--- src/rtl/syn_gpu_anti_alias.sv ---
// Anti-alias stage: blends each incoming pixel with the framebuffer pixel by
// distance weight (read-modify-write through the pixel gateway); d==0 writes directly.
module syn_gpu_anti_alias #(
  parameter int X_W        = 10,
  parameter int Y_W        = 9,
  parameter int LUM_W      = 4,
  parameter int CHRM_W     = 2,
  parameter int DIST_W     = 4,
  parameter int RD_TIMEOUT = 255
) (
  input  logic                      clk_ir,
  input  logic                      rst_sync_l,
  input  logic                      en,
  input  logic                      err_clr,
  input  logic [LUM_W+2*CHRM_W-1:0] in_pxl,
  input  logic                      in_pxl_wr_valid,
  input  logic                      in_pxl_rd_valid,
  input  logic [X_W-1:0]            in_posx,
  input  logic [Y_W-1:0]            in_posy,
  input  logic [DIST_W-1:0]         in_dist,
  input  logic [DIST_W-1:0]         in_norm,
  output logic                      in_ready,
  output logic [LUM_W+2*CHRM_W-1:0] gw_tx_pxl,
  output logic                      gw_tx_wr_valid,
  output logic                      gw_tx_rd_valid,
  output logic [X_W-1:0]            gw_tx_posx,
  output logic [Y_W-1:0]            gw_tx_posy,
  input  logic                      gw_tx_ready,
  input  logic [LUM_W+2*CHRM_W-1:0] gw_rx_pxl,
  input  logic                      gw_rx_rd_valid,
  output logic                      gw_rx_ready,
  output logic                      busy,
  output logic                      err_timeout
);

  localparam int PXL_W = LUM_W + 2*CHRM_W;
  localparam int CNT_W = $clog2(RD_TIMEOUT + 1);

  typedef enum logic [2:0] {IDLE, RD_REQ, RD_WAIT, BLEND, WR} state_t;

  state_t             state_reg;
  logic [PXL_W-1:0]   pxl_reg;
  logic [PXL_W-1:0]   old_reg;
  logic [DIST_W-1:0]  dist_reg;
  logic [CNT_W-1:0]   cnt_reg;
  logic [PXL_W-1:0]   tx_pxl_reg;
  logic [X_W-1:0]     posx_reg;
  logic [Y_W-1:0]     posy_reg;
  logic               wr_valid_reg;
  logic               rd_valid_reg;
  logic               rx_ready_reg;
  logic               busy_reg;
  logic               err_reg;
  logic [DIST_W:0]    w_new;
  logic [PXL_W-1:0]   blend_pxl;
  logic               unused_inputs;

  assign unused_inputs = ^{in_pxl_rd_valid, in_norm};

  // Weight of the new pixel: 2^DIST_W - d (needs one extra bit for d==0)
  assign w_new = {1'b1, {DIST_W{1'b0}}} - {1'b0, dist_reg};

  // Channel 0 is lum (MSBs), 1 is cb, 2 is cr
  for (genvar gi = 0; gi < 3; gi++) begin : g_ch
    localparam int CW  = (gi == 0) ? LUM_W : CHRM_W;
    localparam int LSB = (gi == 0) ? 2*CHRM_W : ((gi == 1) ? CHRM_W : 0);
    localparam int MW  = CW + DIST_W + 1;
    logic [MW-1:0] mix;
    assign mix = MW'(pxl_reg[LSB +: CW]) * MW'(w_new)
               + MW'(old_reg[LSB +: CW]) * MW'(dist_reg);
    assign blend_pxl[LSB +: CW] = CW'(mix >> DIST_W);
  end

  always_ff @(posedge clk_ir or negedge rst_sync_l) begin
    if (!rst_sync_l) begin
      state_reg    <= IDLE;
      pxl_reg      <= '0;
      old_reg      <= '0;
      dist_reg     <= '0;
      cnt_reg      <= '0;
      tx_pxl_reg   <= '0;
      posx_reg     <= '0;
      posy_reg     <= '0;
      wr_valid_reg <= 1'b0;
      rd_valid_reg <= 1'b0;
      rx_ready_reg <= 1'b0;
      busy_reg     <= 1'b0;
      err_reg      <= 1'b0;
    end else begin
      // A timeout later in this block overrides the clear
      if (err_clr) err_reg <= 1'b0;
      case (state_reg)
        IDLE: begin
          if (en && in_pxl_wr_valid) begin
            pxl_reg  <= in_pxl;
            posx_reg <= in_posx;
            posy_reg <= in_posy;
            dist_reg <= in_dist;
            busy_reg <= 1'b1;
            if (in_dist == '0) begin
              tx_pxl_reg   <= in_pxl;
              wr_valid_reg <= 1'b1;
              state_reg    <= WR;
            end else begin
              rd_valid_reg <= 1'b1;
              state_reg    <= RD_REQ;
            end
          end
        end
        RD_REQ: begin
          if (gw_tx_ready) begin
            rd_valid_reg <= 1'b0;
            rx_ready_reg <= 1'b1;
            cnt_reg      <= '0;
            state_reg    <= RD_WAIT;
          end
        end
        RD_WAIT: begin
          if (gw_rx_rd_valid) begin
            old_reg      <= gw_rx_pxl;
            rx_ready_reg <= 1'b0;
            state_reg    <= BLEND;
          end else if (cnt_reg == CNT_W'(RD_TIMEOUT)) begin
            old_reg      <= '0;
            err_reg      <= 1'b1;
            rx_ready_reg <= 1'b0;
            state_reg    <= BLEND;
          end else begin
            cnt_reg <= cnt_reg + 1'b1;
          end
        end
        BLEND: begin
          tx_pxl_reg   <= blend_pxl;
          wr_valid_reg <= 1'b1;
          state_reg    <= WR;
        end
        WR: begin
          if (gw_tx_ready) begin
            wr_valid_reg <= 1'b0;
            busy_reg     <= 1'b0;
            state_reg    <= IDLE;
          end
        end
        default: state_reg <= IDLE;
      endcase
    end
  end

  assign in_ready       = (state_reg == IDLE) && en;
  assign gw_tx_pxl      = tx_pxl_reg;
  assign gw_tx_wr_valid = wr_valid_reg;
  assign gw_tx_rd_valid = rd_valid_reg;
  assign gw_tx_posx     = posx_reg;
  assign gw_tx_posy     = posy_reg;
  assign gw_rx_ready    = rx_ready_reg;
  assign busy           = busy_reg;
  assign err_timeout    = err_reg;

endmodule

--- config.mk ---
export PLATFORM = sky130hd
export DESIGN_NAME = syn_gpu_anti_alias
export DESIGN_NICKNAME = d
export VERILOG_FILES = /design/src/rtl/syn_gpu_anti_alias.sv
export SDC_FILE = /design/constraint.sdc
export NUM_CORES = 1
export LEC_CHECK = 0
export CAP_MARGIN = 40
export CORE_UTILIZATION = 55
export DETAILED_ROUTE_END_ITERATION = 8
export PLACE_DENSITY_LB_ADDON = 0.3
export SLEW_MARGIN = 40
export SYNTH_ARGS = -nofsm -noshare
export SYNTH_HDL_FRONTEND = slang
export SYNTH_SLANG_ARGS = --single-unit
--- constraint.sdc ---
create_clock -name clk_ir -period 11.6 [get_ports clk_ir]
set_input_delay 1.74 -clock clk_ir [delete_from_list [all_inputs] [get_ports clk_ir]]
set_output_delay 1.74 -clock clk_ir [all_outputs]
set_load 0.005 [all_outputs]
==> impl_results.md, run 1 <==
- Status: finished clean
- Placed cell count: 598
- Die height: 91.9 µm
- CP Capture Point: gw_tx_pxl[7]
- Die Wd: 91.9 µm
- Vias per cell: 5.43
- Register area share after synthesis: 35.4%
- R2R Setup Slk: 6490 ps
- Worst Setup SP: dist_reg[0]
- R2R cell count: 17
- Total global routing track utilization: 25.0%
- Most frequent cells in the layout: clkdlybuf4s50_1, dfrtp_1, nand2_1
- Antenna Nets Post-Route: 0
- Worst hold-check path type: reg2reg
- Async S/R FF share, synth: 100%
- Setup Buffers After CTS: 0
- Ranking of synthesized cells by area: dfrtp_1, fa_1, ha_1, mux2_2, and2_1
- Drt drc: 0
- # nets final: 617
- Cts-stage hold buffer count: 0
- Clock buffer count from CTS: 9
- Max reg flops: 10
- Clock transition at path regs: 80 ps
- Final period utilization: 44.0%
- Clk root buf: clkbuf_8
- H-tree Lvls: 3
- Pin slew with the least headroom to its limit: 701 ps
- RSZ-0062 raised after global routing: no
- Initial antenna violation count: 0
- First-pass GRT wire length: 16.4 mm
- Buffers on Ports: 78
- Unique cell type count in the Yosys netlist: 41
- Clk_lat worst skew: 340 ps
- Post-synthesis cell count: 428
- Max Clk Rate: 0.196 GHz
- 1st-iter DRT viols: 138
- Synth Warn #: 0
- Pre-Repair DR Iteration Count: 4
- Synth top area share: 35.4%
- Minimum clock period: 5110 ps
- Mapped cell area: 4450 µm²
- WP data required: 11800 ps
- Mean area per synthesized cell: 10.4 µm²
- Fin cells: 614
- Placement row count: 32
- Pins Over Slew Limit: 0
- Seq cells post-synth: 63
- PostCTS Resize Cnt: 0
- Reg-to-Reg End: gw_tx_pxl[7]
- Max-Cap Viols: 0
- Vias in the first global route: 3543
- Clk_skew: 3.85 ps
- WL final: 9.45 mm
- Layout cells sized above 1: 11.3%
- Pin count of the biggest net entering global routing: 64
- # diodes: 0
- Arr. time, crit path: 5310 ps
- Most common cell after layout, fill and taps aside: clkdlybuf4s50_1
- Critical R2R Launch: dist_reg[0]
- Ports: 84
- Layout area overhead: 23.0%
- Die area: 8450 µm²
- Final setup violation count: 0
- Max Fanout on Critical Path: 16
- GPL Wtd Cong: 0.790
- Routed length per instance: 15.4 µm
- Total gr overflow: 0
- Worst setup SP type: flop
- Syn nets: 538
- Initial Util: 57.3%
- Total negative slack: 0 ps
- TritonCTS clock tree: built
- CP Class: reg2reg
- CP endpoint kind: flop
- Top_reg_cell synth: dfrtp_1
- Worst relative slew slack: 52.9%
- Hold violation total from the final report: 0
- Core area: 7770 µm²
- Clock Sinks: 63
- Longest Clk Path Bufs: 2
- Hpwl dp: 6.84 mm
- Vias: 3336
- Yosys top cell by area: dfrtp_1
- Post-synth EDFFs: 0
through the flow:
step / util [%] / area, µm² / hold WS [ps] / worst slack (ps)
floorplan: - / 4450 / 466 / 7020
global placement: 68.1 / 5290 / 471 / 6590
detailed placement: 68.1 / 5290 / 486 / 6520
CTS: 70.4 / 5470 / 503 / 6510
global route: 70.4 / 5470 / 519 / 6270
finish: 70.4 / 5470 / 505 / 6490
kinds of logic after synthesis:
logic type      synth area share [%]
simple gates                    15.4
flops                           35.4
fa+ha+maj                       21.8
buf+inv                         5.65
compound gates                  7.79
mux                             9.20
xor+xnor                        4.73
routing by layer:
metal	track usage [%]	wire, µm	up-vias	share of wire [%]
met2	41.2	4650	91	49
met1	32.2	4070	1663	43
met3	5.80	578	14	6.1
met4	9.11	150	0	1.6
met5	0	0	-	0
li1	-	-	1568	-
worst min-delay path by stage:
stage / from / to / slack [ps] / cells past startpoint
6_report: gw_tx_wr_valid / gw_tx_wr_valid / 500 / 1
3_3_place_gp: gw_tx_wr_valid / gw_tx_wr_valid / 470 / 1
5_1_grt: gw_tx_posy[6] / gw_tx_posy[6] / 520 / 1
2_1_floorplan: cnt_reg[1] / cnt_reg[1] / 470 / 2
3_5_place_dp: gw_tx_wr_valid / gw_tx_wr_valid / 490 / 1
4_1_cts: gw_tx_wr_valid / gw_tx_wr_valid / 500 / 1
critical path, stage by stage (launching register included):
cell and delay, ps:
dfrtp_1 620, inv_1 90, ha_1 240, xnor2_1 570, and2_1 220, ha_1 240, fa_1 470, fa_1 550
inv_1 50, fa_1 530, inv_1 50, ha_1 350, a21oi_1 170, nor2b_1 60, a311o_1 350, a21oi_1 180
xnor2_1 140, o21ai_0 100
area by class of cell:
type | count | area (µm²)
fill | 584 | 2300
sequential | 63 | 1580
multi-input combinational | 307 | 2630
inverter | 46 | 173
clock buffer | 10 | 128
timing repair buffer | 80 | 795
tap | 102 | 128
clock inverter | 6 | 45.0
cell usage after synthesis, drive strengths merged, types with 2 or more instances:
cell type,number
a21o,3
clkbuf,5
inv,46
nor2b,3
and3,4
nand3,5
mux2i,6
mux2,31
xnor2,15
buf,7
or4,2
dfrtp,63
xor2,9
a31o,2
a22o,8
ha,28
a31oi,4
nand2,48
nor2,23
nand4,4
fa,31
o21ai,11
a21oi,17
and2,40
Power of run 1 is not shown: default switching activity piles up to over one toggle a cycle in this logic, so the estimate is an artifact.
==> run 2, diff against run 1 <==
CORE_UTILIZATION = 53   (was 55)
clock period = 4.8 ns   (was 11.6 ns; I/O delays follow)
==> impl_results.md, run 2 (synthesized netlist as in run 1, its figures left out) <==
- First-pass GRT wire length: 16.3 mm (was 16.4 mm)
- GPL Wtd Cong: 0.830 (was 0.790)
- Drt drc: 0 (unchanged)
- # diodes: 0 (unchanged)
- Die area: 8760 µm² (was 8450 µm²)
- M1 GR Usage: 31.0% (was 32.2%)
- # nets final: 623 (was 617)
- Layout cells sized above 1: 12.4% (was 11.3%)
- M3 GR Usage: 7.24% (was 5.80%)
- Antenna Nets Post-Route: 0 (unchanged)
- Die Wd: 93.6 µm (was 91.9 µm)
- Fill count: 643 (was 584)
- Layout area overhead: 24.5% (was 23.0%)
- PostCTS Resize Cnt: 0 (unchanged)
- Initial Util: 54.4% (was 57.3%)
- Worst slack, placed: 161 ps (was 6520 ps)
- Clk root buf: clkbuf_8 (unchanged)
- Vias: 3368 (was 3336)
- Final period utilization: 94.8% (was 44.0%)
- Cts-stage hold buffer count: 0 (unchanged)
- Longest Clk Path Bufs: 2 (unchanged)
- Final setup violation count: 0 (unchanged)
- DP Area: 5340 µm² (was 5290 µm²)
- Most common cell after layout, fill and taps aside: clkdlybuf4s50_1 (unchanged)
- WP data required: 5010 ps (was 11800 ps)
- Pin count of the biggest net entering global routing: 62 (was 64)
- Total negative slack: 0 ps (unchanged)
- WL final: 9.61 mm (was 9.45 mm)
- Clock Sinks: 63 (unchanged)
- Clock transition at path regs: 80 ps (about the same)
- Worst relative slew slack: 48.4% (was 52.9%)
- Most frequent cells in the layout: clkdlybuf4s50_1, dfrtp_1, nand2_1 (unchanged)
- Buffers on Ports: 78 (unchanged)
- Fin area: 5540 µm² (was 5470 µm²)
- Vias in the first global route: 3489 (was 3543)
- 1st-iter DRT viols: 130 (was 138)
- Hpwl dp: 7.10 mm (was 6.84 mm)
- Pins Over Slew Limit: 0 (unchanged)
- Total gr overflow: 0 (unchanged)
- H-tree Lvls: 3 (unchanged)
- TritonCTS clock tree: built (unchanged)
- Pre-Repair DR Iteration Count: 4 (unchanged)
- Placement row count: 33 (was 32)
- Clock buffer count from CTS: 9 (unchanged)
- R2R cell count: 16 (was 17)
- Global routing usage on met2: 39.7% (was 41.2%)
- Post-route worst setup slack: 250 ps (was 6490 ps)
- Max-Cap Viols: 0 (unchanged)
- Initial antenna violation count: 0 (unchanged)
- CP Class: reg2reg (unchanged)
- Arr. time, crit path: 4760 ps (was 5310 ps)
- Max Clk Rate: 0.220 GHz (was 0.196 GHz)
- Status: finished clean (unchanged)
- Pin slew with the least headroom to its limit: 771 ps (was 701 ps)
- Max Fanout on Critical Path: 10 (was 16)
- Routed length per instance: 15.4 µm (about the same)
- GR peak layer: met2 (unchanged)
- CP endpoint kind: flop (unchanged)
- Hold violation total from the final report: 0 (unchanged)
- Total global routing track utilization: 24.4% (was 25.0%)
- Clk_skew: 11.1 ps (was 3.85 ps)
- Die height: 93.6 µm (was 91.9 µm)
- Max reg flops: 10 (unchanged)
- Clk_lat worst skew: 350 ps (was 340 ps)
- Worst setup SP type: flop (unchanged)
- Vias per cell: 5.41 (was 5.43)
- Setup Buffers After CTS: 0 (unchanged)
- Minimum clock period: 4550 ps (was 5110 ps)
- Worst hold-check path type: in2async (was reg2reg)
- Core area: 8180 µm² (was 7770 µm²)
- Ports: 84 (unchanged)
- RSZ-0062 raised after global routing: no (unchanged)
==> run 2: cell count changes in the layout (fill, tap and decap cells not counted) <==
cell        change
buf_4           +6
bufinv_16       +1
clkinv_2        -1
clkinv_4        -1
clkinvlp_4      +1
dfrtp_1         -1
dfrtp_2         +1
nor3b_1         +1
nor3b_2         -1
==> run 2: area by class of cell <==
class,count,area [µm²],area share [%]
Tap cell,105,131,2.37
Sequential cell,63,1580,28.5
Clock buffer,10,128,2.30
Timing Repair Buffer,86,840,15.2
Clock inverter,6,68.8,1.24
Multi-Input combinational cell,307,2620,47.3
Inverter,46,173,3.12
==> run 2: final timing paths <==
path	to	slack [ps]	startpoint
max	gw_tx_pxl[7]	250	dist_reg[0]
min	gw_tx_posx[5]	150	rst_sync_l
max reg2reg	gw_tx_pxl[7]	250	dist_reg[0]
min reg2reg	gw_tx_wr_valid	490	gw_tx_wr_valid
max in group asynchronous	dist_reg[0]	3890	rst_sync_l
min in group clk_ir	gw_tx_wr_valid	490	gw_tx_wr_valid
==> run 2: metrics by stage <==
step	util [%]	instances	hold slack [ps]
after global routing	67.7	623	136
final	67.7	623	151
after floorplan	-	428	424
after detailed placement	65.3	607	473
after CTS	67.7	623	136
after global placement	65.3	607	469
==> run 2: critical path, cell delays in order (launching register included) <==
cell,delay (ps)
dfrtp_2,460
inv_1,70
ha_1,380
and2_1,210
ha_1,320
fa_1,470
fa_1,550
inv_1,60
fa_1,530
inv_1,40
ha_1,340
a21oi_1,160
nor2b_1,60
a311o_1,350
a21oi_1,190
xnor2_1,150
o21ai_0,90
==> run 2: layer usage <==
layer / up-vias / wire length, µm
li1: 1579 / -
met1: 1673 / 4140
met2: 96 / 4680
met3: 20 / 638
met4: 0 / 151
met5: - / 0
Power of run 2 is left out for the same reason.
==> run 3, diff against run 2 <==
CTS_CLUSTER_DIAMETER = 30   (was default)
==> results of run 3 <==
Same layout as run 2: the final DEF is identical, and so are final timing and power.
Power of run 3 is left out for the same reason.
